--- src/rtl/alu_arb_pkg.sv ---
// Shared types, op-code constants and the legality check for the ALU arbiter.
package alu_arb_pkg;

  typedef enum logic [1:0] {
    IDLE = 2'd0,
    EXEC = 2'd1,
    RESP = 2'd2
  } state_t;

  localparam logic OP_ARIT = 1'b1;
  localparam logic OP_LOG  = 1'b0;

  // Arithmetic selectors (OP_ARIT)
  localparam logic [2:0] SEL_ADD  = 3'd0;
  localparam logic [2:0] SEL_SUB  = 3'd1;
  localparam logic [2:0] SEL_SRA  = 3'd2;
  localparam logic [2:0] SEL_SLA  = 3'd3;
  localparam logic [2:0] SEL_ROTA = 3'd4;

  // Logic selectors (OP_LOG)
  localparam logic [2:0] SEL_AND  = 3'd0;
  localparam logic [2:0] SEL_OR   = 3'd1;
  localparam logic [2:0] SEL_XOR  = 3'd2;
  localparam logic [2:0] SEL_SRL  = 3'd3;
  localparam logic [2:0] SEL_SLL  = 3'd4;
  localparam logic [2:0] SEL_ROT  = 3'd5;

  function automatic logic is_illegal(input logic op, input logic [2:0] sel);
    if (op == OP_ARIT) return (sel > SEL_ROTA);
    return (sel > SEL_ROT);
  endfunction

endpackage

--- src/rtl/alu_arbiter_rr_arb2.sv ---
// Two-way round-robin grant: ptr names the preferred requester.
module rr_arb2 (
  input  logic [1:0] req,
  input  logic       ptr,
  output logic [1:0] gnt
);

  logic w_alt;
  assign w_alt = ~ptr;

  always_comb begin
    gnt = 2'b00;
    if (req[ptr])        gnt[ptr]   = 1'b1;
    else if (req[w_alt]) gnt[w_alt] = 1'b1;
  end

endmodule

--- src/rtl/alu_arbiter.sv ---
// Shares one combinational ALU between two requesters: grant, execute for one
// cycle, then hold a registered response until the granted side consumes it.
module alu_arbiter #(
  parameter int N = 4
) (
  input  logic         clk,
  input  logic         rst_n,
  input  logic [1:0]   req_valid,
  output logic [1:0]   req_ready,
  input  logic [N-1:0] req0_a,
  input  logic [N-1:0] req1_a,
  input  logic [N-1:0] req0_b,
  input  logic [N-1:0] req1_b,
  input  logic [2:0]   req0_sel,
  input  logic [2:0]   req1_sel,
  input  logic         req0_op,
  input  logic         req1_op,
  output logic [1:0]   rsp_valid,
  input  logic [1:0]   rsp_ready,
  output logic [N:0]   rsp_data,
  output logic         rsp_err,
  output logic [N-1:0] alu_a,
  output logic [N-1:0] alu_b,
  output logic [2:0]   alu_sel,
  output logic         alu_op,
  input  logic [N:0]   alu_out,
  output logic         busy
);
  import alu_arb_pkg::*;

  state_t       r_state;
  logic         r_ptr;
  logic         r_gidx;
  logic [N-1:0] r_a, r_b;
  logic [2:0]   r_sel;
  logic         r_op;
  logic [N:0]   r_data;
  logic         r_err;
  logic [1:0]   r_rsp_valid;
  logic         r_busy;
  logic [1:0]   w_gnt;
  logic         w_g1;

  rr_arb2 u_rr (
    .req (req_valid),
    .ptr (r_ptr),
    .gnt (w_gnt)
  );

  assign w_g1 = w_gnt[1];

  // Gated by rst_n so nothing is accepted on a reset edge.
  assign req_ready = (rst_n && r_state == IDLE) ? w_gnt : 2'b00;

  always_ff @(posedge clk) begin
    if (!rst_n) begin
      r_state     <= IDLE;
      r_ptr       <= 1'b0;
      r_gidx      <= 1'b0;
      r_a         <= '0;
      r_b         <= '0;
      r_sel       <= '0;
      r_op        <= 1'b0;
      r_data      <= '0;
      r_err       <= 1'b0;
      r_rsp_valid <= 2'b00;
      r_busy      <= 1'b0;
    end else begin
      case (r_state)
        IDLE: begin
          if (|w_gnt) begin
            r_a     <= w_g1 ? req1_a   : req0_a;
            r_b     <= w_g1 ? req1_b   : req0_b;
            r_sel   <= w_g1 ? req1_sel : req0_sel;
            r_op    <= w_g1 ? req1_op  : req0_op;
            r_gidx  <= w_g1;
            r_busy  <= 1'b1;
            r_state <= EXEC;
          end
        end
        EXEC: begin
          r_err       <= is_illegal(r_op, r_sel);
          r_data      <= is_illegal(r_op, r_sel) ? '0 : alu_out;
          r_rsp_valid <= r_gidx ? 2'b10 : 2'b01;
          r_state     <= RESP;
        end
        RESP: begin
          // Only the granted side's ready can complete the response.
          if (rsp_ready[r_gidx]) begin
            r_rsp_valid <= 2'b00;
            r_ptr       <= ~r_gidx;
            r_busy      <= 1'b0;
            r_state     <= IDLE;
          end
        end
        default: r_state <= IDLE;
      endcase
    end
  end

  assign rsp_valid = r_rsp_valid;
  assign rsp_data  = r_data;
  assign rsp_err   = r_err;
  assign alu_a     = r_a;
  assign alu_b     = r_b;
  assign alu_sel   = r_sel;
  assign alu_op    = r_op;
  assign busy      = r_busy;

endmodule

--- config.mk ---
export PLATFORM = sky130hd
export DESIGN_NAME = alu_arbiter
export DESIGN_NICKNAME = d
export VERILOG_FILES = /design/src/rtl/alu_arb_pkg.sv /design/src/rtl/alu_arbiter_rr_arb2.sv /design/src/rtl/alu_arbiter.sv
export SDC_FILE = /design/constraint.sdc
export NUM_CORES = 1
export LEC_CHECK = 0
export CAP_MARGIN = 10
export CELL_PAD_IN_SITES_DETAIL_PLACEMENT = 2
export CELL_PAD_IN_SITES_GLOBAL_PLACEMENT = 2
export CORE_MARGIN = 1.5
export CORE_UTILIZATION = 23
export CTS_CLUSTER_SIZE = 10
export DETAILED_ROUTE_END_ITERATION = 10
export PLACE_DENSITY_LB_ADDON = 0.25
export SLEW_MARGIN = 0
export SYNTH_ARGS = -nofsm -noshare
export SYNTH_HDL_FRONTEND = slang
export SYNTH_HIERARCHICAL = 1
export SYNTH_SLANG_ARGS = --single-unit
--- constraint.sdc ---
create_clock -name clk -period 2.02 [get_ports clk]
set_input_delay 0.202 -clock clk [delete_from_list [all_inputs] [get_ports clk]]
set_output_delay 0.202 -clock clk [all_outputs]
set_load 0.02 [all_outputs]
---- After elaboration in Yosys (flattened, before gate mapping) ----
Cells that the tools add are included.
word-level totals
  flip-flop bits (word level) ............. 25
  logic and storage cells ................. 69
  input bits .............................. 35
  output and inout port bits .............. 23
operators by class
  equality and inequality tests ........... 4
  $lt $le $gt $ge ......................... 7
  multiplexer cells ....................... 33
  bitwise operators ....................... 2
  reductions and logical operators ........ 12
operators with widths
  operator            number
  $mux 1              18
  $mux 2              6
  $mux 4              2
  $reduce_and 2->1    4
  $gt 3x3->1 const B  2
  $lt 1x2->1 const B  3
  $pmux 2 s3          1
  $mux 5              1
  $pmux 2 s2          1
  $reduce_bool 2->1   2
  $logic_and 1x1->1   3
  $mux 3              1
  $reduce_and 3->1    1
  $demux 1 s1         2
  $eq 2x1->1 const B  1
  $eq 2x2->1 const B  1
  $ge 1x1->1 const B  2
  $logic_not 2->1     1
  $ne 2x1->1 const B  1
  $ne 2x2->1 const B  1
  $not 1->1           2
  $pmux 1 s2          1
  $reduce_or 2->1     1

---- Logic depth before layout (Yosys ltp) ----
Gate-level depths: netlist (run 1).
  depth after elaboration ................. 10
  mapped depth ............................ 7
  gate-level depth less buffers ........... 5

---- By module ----
The synthesis (run 1) kept the hierarchy.
modules (own cells, without submodules)
  module       instances  cells an instance  area an instance (sq um)
  alu_arbiter  1          104                1061.0
  rr_arb2      1          3                  18.8

---- Worst setup path after synthesis (run 1) ----
No wires, ideal clock.
  kind .................................... reg2reg
  start point ............................. register r_ptr
  end point ............................... register r_op, in the netlist alu_op
  data required time ...................... 1.901 ns
  setup slack ............................. 0.700 ns
  cell stages (with the launch flop) ...... 8
  arrival ................................. 1.201 ns
  period minus slack after synthesis ...... 1.320 ns
  library setup time ...................... 0.119 ns
  path through ............................ dfxtp_1 -> inv_1 -> a21boi_1 -> buf_4 -> nor2_2 -> o31a_1 -> buf_4 -> o2bb2ai_1
on the way
  cells in the longest elaborated chain, start to end .. 9
  elaborated cells on any way between the ends .. 20
RTL lines
  element                                                                RTL line                   source
  start: declaration                                                     alu_arbiter.sv:32          logic r_ptr;
  start signal: assignment                                               alu_arbiter.sv:91          r_ptr <= ~r_gidx;
  $not 1->1                                                              alu_arbiter_rr_arb2.sv:9   assign w_alt = ~ptr;
  $lt 1x2->1 (not written as such) / $ge 1x1->1 (equally long branches)  alu_arbiter_rr_arb2.sv:14  else if (req[w_alt]) gnt[w_alt] = 1'b1;
  $logic_and 1x1->1 (not written as such)                                alu_arbiter_rr_arb2.sv:14
  $mux 1 (not written as such)                                           alu_arbiter_rr_arb2.sv:14
  $demux 1 s1                                                            --
  $mux 2                                                                 alu_arbiter_rr_arb2.sv:14
  $mux 2 (*)                                                             alu_arbiter_rr_arb2.sv:13  if (req[ptr]) gnt[ptr] = 1'b1;
  via w_gnt[1]                                                           alu_arbiter.sv:41          logic [1:0] w_gnt;
  $reduce_or 2->1                                                        alu_arbiter.sv:71          if (|w_gnt) begin
  $reduce_and 2->1 (no line)                                             --
  end signal: assignment                                                 alu_arbiter.sv:75          r_op <= w_g1 ? req1_op : req0_op;
  end: declaration                                                       alu_arbiter.sv:36          logic r_op;
The timed path passes the listed nets; every way through them passes the cells marked *. The select of a mux whose other input is x is not followed.
A chain may end at the register's enable or synchronous reset.

---- Worst setup path after layout (run 1) ----
  start point ............................. input port req_valid[0]
  end point ............................... output port req_ready[0]
on the way
  cells in the longest elaborated chain, start to end .. 5
  elaborated cells on any way between the ends .. 7
RTL lines
  element                                     RTL line                   source
  start: declaration                          alu_arbiter.sv:8           input logic [1:0] req_valid,
  $mux 1 (not written as such) (2 in series)  alu_arbiter_rr_arb2.sv:14
  $mux 2                                      alu_arbiter_rr_arb2.sv:14
  $mux 2 (*)                                  alu_arbiter_rr_arb2.sv:13
  via w_gnt[0]                                alu_arbiter.sv:41
  $mux 2 (*)                                  alu_arbiter.sv:53          assign req_ready = (rst_n && r_state == IDLE) ? w_gnt : 2'b00;
  end: declaration                            alu_arbiter.sv:9           output logic [1:0] req_ready,
Marks and branches as above.

==> results of run 1 <==
where the power goes:
group	switching (W)	internal (W)	total, W	leakage (nW)
Clock	0.000178	0.000140	0.000318	0.0217
Combinational	0.000156	0.000180	0.000336	0.442
Sequential	0.0000321	0.000536	0.000568	0.205
Total	0.000366	0.000857	0.00122	0.669
kinds of logic (layout without fill, tap and decap cells):
group           Yosys count  in the layout
compound gates           30             30
flops                    25             25
simple gates             25             25
mux                      15             15
buf+inv                  12             70
layout by cell type (no fill, tap or decap), types with 2 or more instances in the layout:
| cell | Yosys | final |
|---|---|---|
| clkdlybuf4s50_1 | 0 | 56 |
| dfxtp_1 | 25 | 25 |
| mux2i_1 | 15 | 15 |
| o2bb2ai_1 | 11 | 11 |
| nand2_1 | 10 | 10 |
| inv_1 | 5 | 5 |
| o22ai_1 | 5 | 5 |
| buf_4 | 3 | 4 |
| a21oi_1 | 3 | 3 |
| o21ai_0 | 3 | 3 |
| clkbuf_8 | 0 | 3 |
| nor2_2 | 2 | 2 |
| and3_1 | 2 | 2 |
| nand3b_1 | 2 | 2 |
| nor2_1 | 2 | 2 |
| nor2b_1 | 2 | 2 |
| a21boi_2 | 0 | 2 |
how the worst max path moves through the flow:
stage | startpoint | endpoint | slack (ns) | cells past startpoint
finish | req_valid[0] | req_ready[0] | 0.06 | 4
global route | req_valid[0] | req_ready[0] | 0.01 | 4
CTS | req_valid[0] | req_ready[0] | 0.009 | 4
detailed placement | req_valid[0] | req_ready[0] | 0.01 | 4
global placement | req_valid[0] | req_ready[0] | 0.14 | 4
floorplan | r_ptr | alu_op | 0.70 | 7
layer usage:
metal  vias to the layer above  routed length (µm)  track usage (%)
met5                         -                   0                0
met4                         0                  57             5.66
met3                         5                 272             3.66
met2                        48                1600             23.2
met1                       498                1530             17.8
li1                        499                   -                -
worst max-delay path, delay by kind of cell:
kind | cells | cell delay (ns)
buffers and inverters | 2 | 1.12
AO/OA/AOI/OAI | 1 | 0.23
AND/OR/NAND/NOR | 1 | 0.19
through the flow:
stage / hold slack (ns) / power (W) / worst slack (ns)
after global placement: 0.445 / 0.000904 / 0.136
after global routing: 0.496 / 0.00129 / 0.0130
after CTS: 0.481 / 0.00124 / 0.00927
after detailed placement: 0.454 / 0.000920 / 0.0119
final: 0.473 / 0.00122 / 0.0645
after floorplan: 0.315 / 0.000739 / 0.700
state kept, by name, indices dropped and copies added, names as in the netlist:
register,flops
rsp_data,5
alu_a,4
alu_b,4
alu_sel,3
r_state,2
rsp_valid,2
alu_op,1
busy,1
r_gidx,1
r_ptr,1
rsp_err,1
cell usage after synthesis (all sizes together):
cell type and count:
o21ai 4, nand2 10, dfxtp 25, nor2 4, nor3b 1, and3 2, a311oi 1, o2bb2ai 11
nor2b 3, and2b 1, buf 7, o21a 1, a21o 1, o31a 1, o211a 1, a21oi 3
inv 5, a21boi 2, o22ai 5, nand3b 2, nand2b 1, nor3 1, mux2i 15
final cells by class:
| type | count | share of cell area (%) |
|---|---|---|
| Timing Repair Buffer | 61 | 34.4 |
| Multi-Input combinational cell | 70 | 29.6 |
| Sequential cell | 25 | 28.5 |
| Tap cell | 52 | 3.71 |
| Clock buffer | 3 | 2.35 |
| Inverter | 5 | 1.07 |
| Clock inverter | 1 | 0.428 |
repair_timing:
action | in CTS | in global routing
hold buffers | 0 | 0
endpoints found under the setup margin | 0 | 2
gates resized for setup | 0 | 2
==> key figures, run 1 <==
Layout
  – Non-filler instance count after layout: around 220
  – Multi-input combinational cell area: 519 µm²
  – Layout net count: 201
  – Layout cell share with drive strength beyond 1: under 10%
  – Synth-to-layout area growth: 62.6%
  – Diodes inserted: 0
  – Seq. cell area: 500 µm²
  – Util after Layout: a little under 40%
  – Layout filler cell count: 483
  – Post-route cell area: 0.00176 mm²

Outcome
  – Status: finished, violations left
  – Failing checks: design-rule violations

Floorplan
  – Die Span Y: 71.5 µm
  – Chip Width: 71.5 µm
  – Die Area: 0.00512 mm²
  – Placeable core area: 0.00444 mm²
  – Initial Util: 24.3%
  – I/O pin total: 58
  – Row count: 24

Yosys
  – Mux cell area share after synthesis: about 14%
  – Area leader, netlist: dfxtp_1
  – Syn_nets: 142
  – Cells after synthesis: 107
  – Post-synthesis compound-gate area fraction: 20.7%
  – Register area share after synthesis: 46.3%
  – Post-synth top area share: 46.3%
  – Distinct cells, synth: 28
  – Largest family of logic cells by synthesized area: compound AO/OA/AOI/OAI gates
  – Area contributors post-synth: dfxtp_1, mux2i_1, o2bb2ai_1, nand2_1, o22ai_1
  – Synth Area in Adders: 0%
  – Netlist Area Pre-Place: 0.00108 mm²
  – Syn_area_per_cell: 10.1 µm²
  – Synth warnings: 6
  – Synth Area in Simple Gates: 12.7%
  – Flops & latches, synth: 25
  – Xor/xnor share of the synthesized area: 0%

Timing
  – Fin crit period: about 2 ns
  – Fmax: 0.511 GHz
  – Post-Route Setup TNS: 0 ns
  – Worst Clk Skew: 0.0102 ns
  – Max_slew headroom: 64.3%
  – Slew Limit Fails: 0
  – Final setup vio count: 0
  – Final Hold Fails: 0
  – Worst-margin pin slew: 0.535 ns
  – Final worst-path cycle share: 96.8%
  – RSZ-0062 raised after global routing: no

Worst setup path
  – Slowest cell on the critical path: clkdlybuf4s50_1
  – CP Launch Type: primary input
  – Worst path cell trace: clkdlybuf4s50_1, a21boi_2, and3_1, clkdlybuf4s50_1
  – Crit path kind: in2out
  – Reg-to-reg critical path startpoint: r_ptr
  – Reg-to-reg setup timing slack: 0.39 ns
  – Setup crit end kind: output pin
  – CP Data Arrival Time: 1.75 ns
  – Crit-path max cell delay: 0.61 ns
  – Critical path data required time: 1.82 ns
  – FF-to-FF End: r_gidx
  – Most common cell on crit path: clkdlybuf4s50_1
  – FF-to-FF path depth: 6
  – Max FO, Critical Path: 2

Min path
  – Hold Path Cell Cnt: 2
  – HP Class: reg2reg
  – Min-delay src: rsp_data[4]
  – Hold endpoint: rsp_data[4]

Drt
  – Per-cell routed wire length: approximately 16 µm
  – Vias post-DR: 1,050
  – Number of routed nets with antenna violations: 0
  – Total wire length: 3.46 mm
  – Post-DR vias/cell: 4.84
  – Drc violations: 4
  – Drt pass-1 iters: 9
  – Initial DRC count: 28

Pwr
  – Max VDD drop: 0.251 mV
  – Pwr dens: 696 mW/mm²
  – Pleak: 0.669 nW

Clocking
  – CTS tree: built
  – CTS clk-pin slew, worst paths: 0.09 ns
  – Postcts setup bufs: 0
  – Worst skew pair latency: around 0.28 ns
  – Number of buffers created by CTS: 3
  – CTS H-tree depth: 1
  – CTS max path bufs: 2
  – Clock root buffer master: clkbuf_8
  – Clk sink count: 25

Placed design
  – Final GP Congestion: 0.814
  – DP Wirelength: 2.67 mm
  – IO buf count: 57
  – Placed Area: 0.00170 mm²
  – Placed Cells: 213

GRT
  – Largest net degree at the start of global routing: 18
  – Vias in the first global route: ~1,200
  – First-pass GRT wire length: 5.64 mm
  – GRT Total Usage: 14.1%
  – Aggregate global routing overflow: 0
  – Initial antenna violation count: 0

Job
  – Maxcap violations: 0
No activity file was read; power rests on OpenSTA's default activity.
==> run 2: changes to the inputs <==
Settings changed: CTS_CLUSTER_DIAMETER from default to 100, MAX_ROUTING_LAYER from default to met4.
==> run 2 against run 1 <==
  * Critical path depth unchanged
  * Total power is essentially flat
  * Count of clock-buffer cells in the layout unchanged
  * The flow still finishes with violations (design-rule violations)
  * Global-route usage is 0.42 points higher
  * Via count unchanged
  * Highest routed layer unchanged
  * Clock power about the same
  * Largest power group unchanged
  * Flip-flop and latch count did not move
==> key figures, run 2 (synthesis results as in run 1) <==
Timing
  – Fin crit period: between 1.5 and 2 ns
  – Slew Limit Fails: 0
  – Final setup vio count: 0
  – Fmax: 0.511 GHz
  – Worst-margin pin slew: 0.537 ns
  – Post-Route Setup TNS: 0 ns
  – RSZ-0062 raised after global routing: no
  – Worst Clk Skew: 0.0102 ns
  – Max_slew headroom: 64.2%
  – Final worst-path cycle share: between 90% and 100%
  – Final Hold Fails: 0

Layout
  – Layout net count: roughly 200
  – Layout filler cell count: 483
  – Most common cell after layout, fill and taps aside: clkdlybuf4s50_1
  – Diodes inserted: 0
  – Layout cell share with drive strength beyond 1: a little under a tenth
  – Max reg flops: 5
  – Synth-to-layout area growth: 62.6%
  – Most frequent cells in the layout: clkdlybuf4s50_1, dfxtp_1, mux2i_1, o2bb2ai_1, nand2_1
  – Post-route cell area: 0.00176 mm²

Placed design
  – Final GP Congestion: 0.827
  – DP Wirelength: about 2.7 mm
  – Placed Area: 0.00170 mm²
  – IO buf count: 57

Outcome
  – Failing checks: design-rule violations
  – Status: finished, violations left

Clocking
  – CTS tree: built
  – Postcts setup bufs: 0
  – Clock root buffer master: clkbuf_8
  – # hold bufs at CTS: 0
  – CTS H-tree depth: 1
  – CTS max path bufs: 2
  – CTS clk-pin slew, worst paths: 0.09 ns
  – Clk sink count: 25
  – Worst skew pair latency: 0.28 ns
  – Resize count post-CTS: 0
  – Number of buffers created by CTS: 3

Worst setup path
  – CP Launch Type: primary input
  – Max FO, Critical Path: 2
  – Crit path kind: in2out
  – Critical path data required time: 1.82 ns
  – CP Data Arrival Time: ~1.8 ns
  – FF-to-FF path depth: 6
  – Setup crit end kind: output pin

Floorplan
  – Row count: 24
  – Die Area: 0.00512 mm²
  – Die Span Y: 71.5 µm
  – Initial Util: between 20% and 30%
  – Placeable core area: 0.00444 mm²
  – I/O pin total: 58
  – Chip Width: 71.5 µm

Pwr
  – Int Pwr: 0.000857 W
  – Net Sw Frac: between 20 and 30%
  – Pwr dens: 697 mW/mm²
  – Clock network power share: 26.0%
  – Comb power frac: around 28%
  – Pleak: 0.669 nW
  – Max VDD drop: 0.251 mV
  – Seq pwr share: between 40% and 50%
  – P_sw: ~0.00037 W

Drt
  – Vias post-DR: 1,050
  – Drt pass-1 iters: 9
  – Drc violations: 4
  – Post-DR vias/cell: 4.84
  – Per-cell routed wire length: 15.9 µm
  – Number of routed nets with antenna violations: 0
  – Initial DRC count: 28
  – Total wire length: 3.46 mm

GRT
  – Aggregate global routing overflow: 0
  – GRT Total Usage: between 10 and 15%
  – Largest net degree at the start of global routing: 18
  – Initial antenna violation count: 0
  – First-pass GRT wire length: 5.62 mm
  – Vias in the first global route: 1,208

Job
  – Maxcap violations: 0

Min path
  – HP Class: reg2reg
  – Hold Path Cell Cnt: 2
run 2: cell counts in the layout (fill, tap and decap cells not counted):
Identical to the previous run, type by type.
run 2: critical path, stage by stage:
cell and delay [ns]:
clkdlybuf4s50_1 0.51, a21boi_2 0.23, and3_1 0.19, clkdlybuf4s50_1 0.61
run 2: routing by layer:
| metal | up-vias | global-route usage [%] | part of all wire, % |
|---|---|---|---|
| li1 | 499 | - | - |
| met1 | 498 | 18.0 | 45 |
| met2 | 48 | 23.2 | 46 |
| met3 | 5 | 3.23 | 7.2 |
| met4 | 0 | 5.66 | 1.6 |
| met5 | - | - | 0 |
run 2: power by group through the flow:
stage,registers (W),logic [W],clock network (W)
2_1_floorplan,0.000619,0.000120,0
3_3_place_gp,0.000576,0.000328,0
3_5_place_dp,0.000579,0.000340,0
4_1_cts,0.000569,0.000342,0.000331
5_1_grt,0.000575,0.000364,0.000355
6_report,0.000568,0.000337,0.000318
run 2: final cells by class:
type	instances	area (µm²)	share of cell area [%]
repair buffers	61	603	34.4
flip-flops and latches	25	500	28.5
clock inverters	1	7.51	0.428
well taps	52	65.1	3.71
inverters	5	18.8	1.07
clock buffers	3	41.3	2.35
multi-input cells	70	519	29.6
run 2: metrics by stage:
| step | util, % | instances | hold WS, ns | power [W] | setup WS, ns |
|---|---|---|---|---|---|
| finish | 39.5 | 217 | 0.473 | 0.00122 | 0.0645 |
| global route | 39.5 | 217 | 0.496 | 0.00129 | 0.0130 |
| CTS | 39.4 | 217 | 0.481 | 0.00124 | 0.00927 |
| detailed placement | 38.3 | 213 | 0.454 | 0.000920 | 0.0119 |
| global placement | 38.3 | 213 | 0.445 | 0.000904 | 0.136 |
| floorplan | - | 107 | 0.315 | 0.000739 | 0.700 |
run 2: worst paths after layout:
path	slack [ns]	startpoint	to
setup / recovery	0.06	req_valid[0]	req_ready[0]
hold / removal	0.47	rsp_data[4]	rsp_data[4]
setup reg to reg	0.39	r_ptr	r_gidx
hold reg to reg	0.47	rsp_data[4]	rsp_data[4]
==> run 3: changes to the inputs <==
Settings changed: GPL_ROUTABILITY_DRIVEN from default to 0.
==> results of run 3 <==
No change in the layout: final DEF, timing and power equal those of run 2.
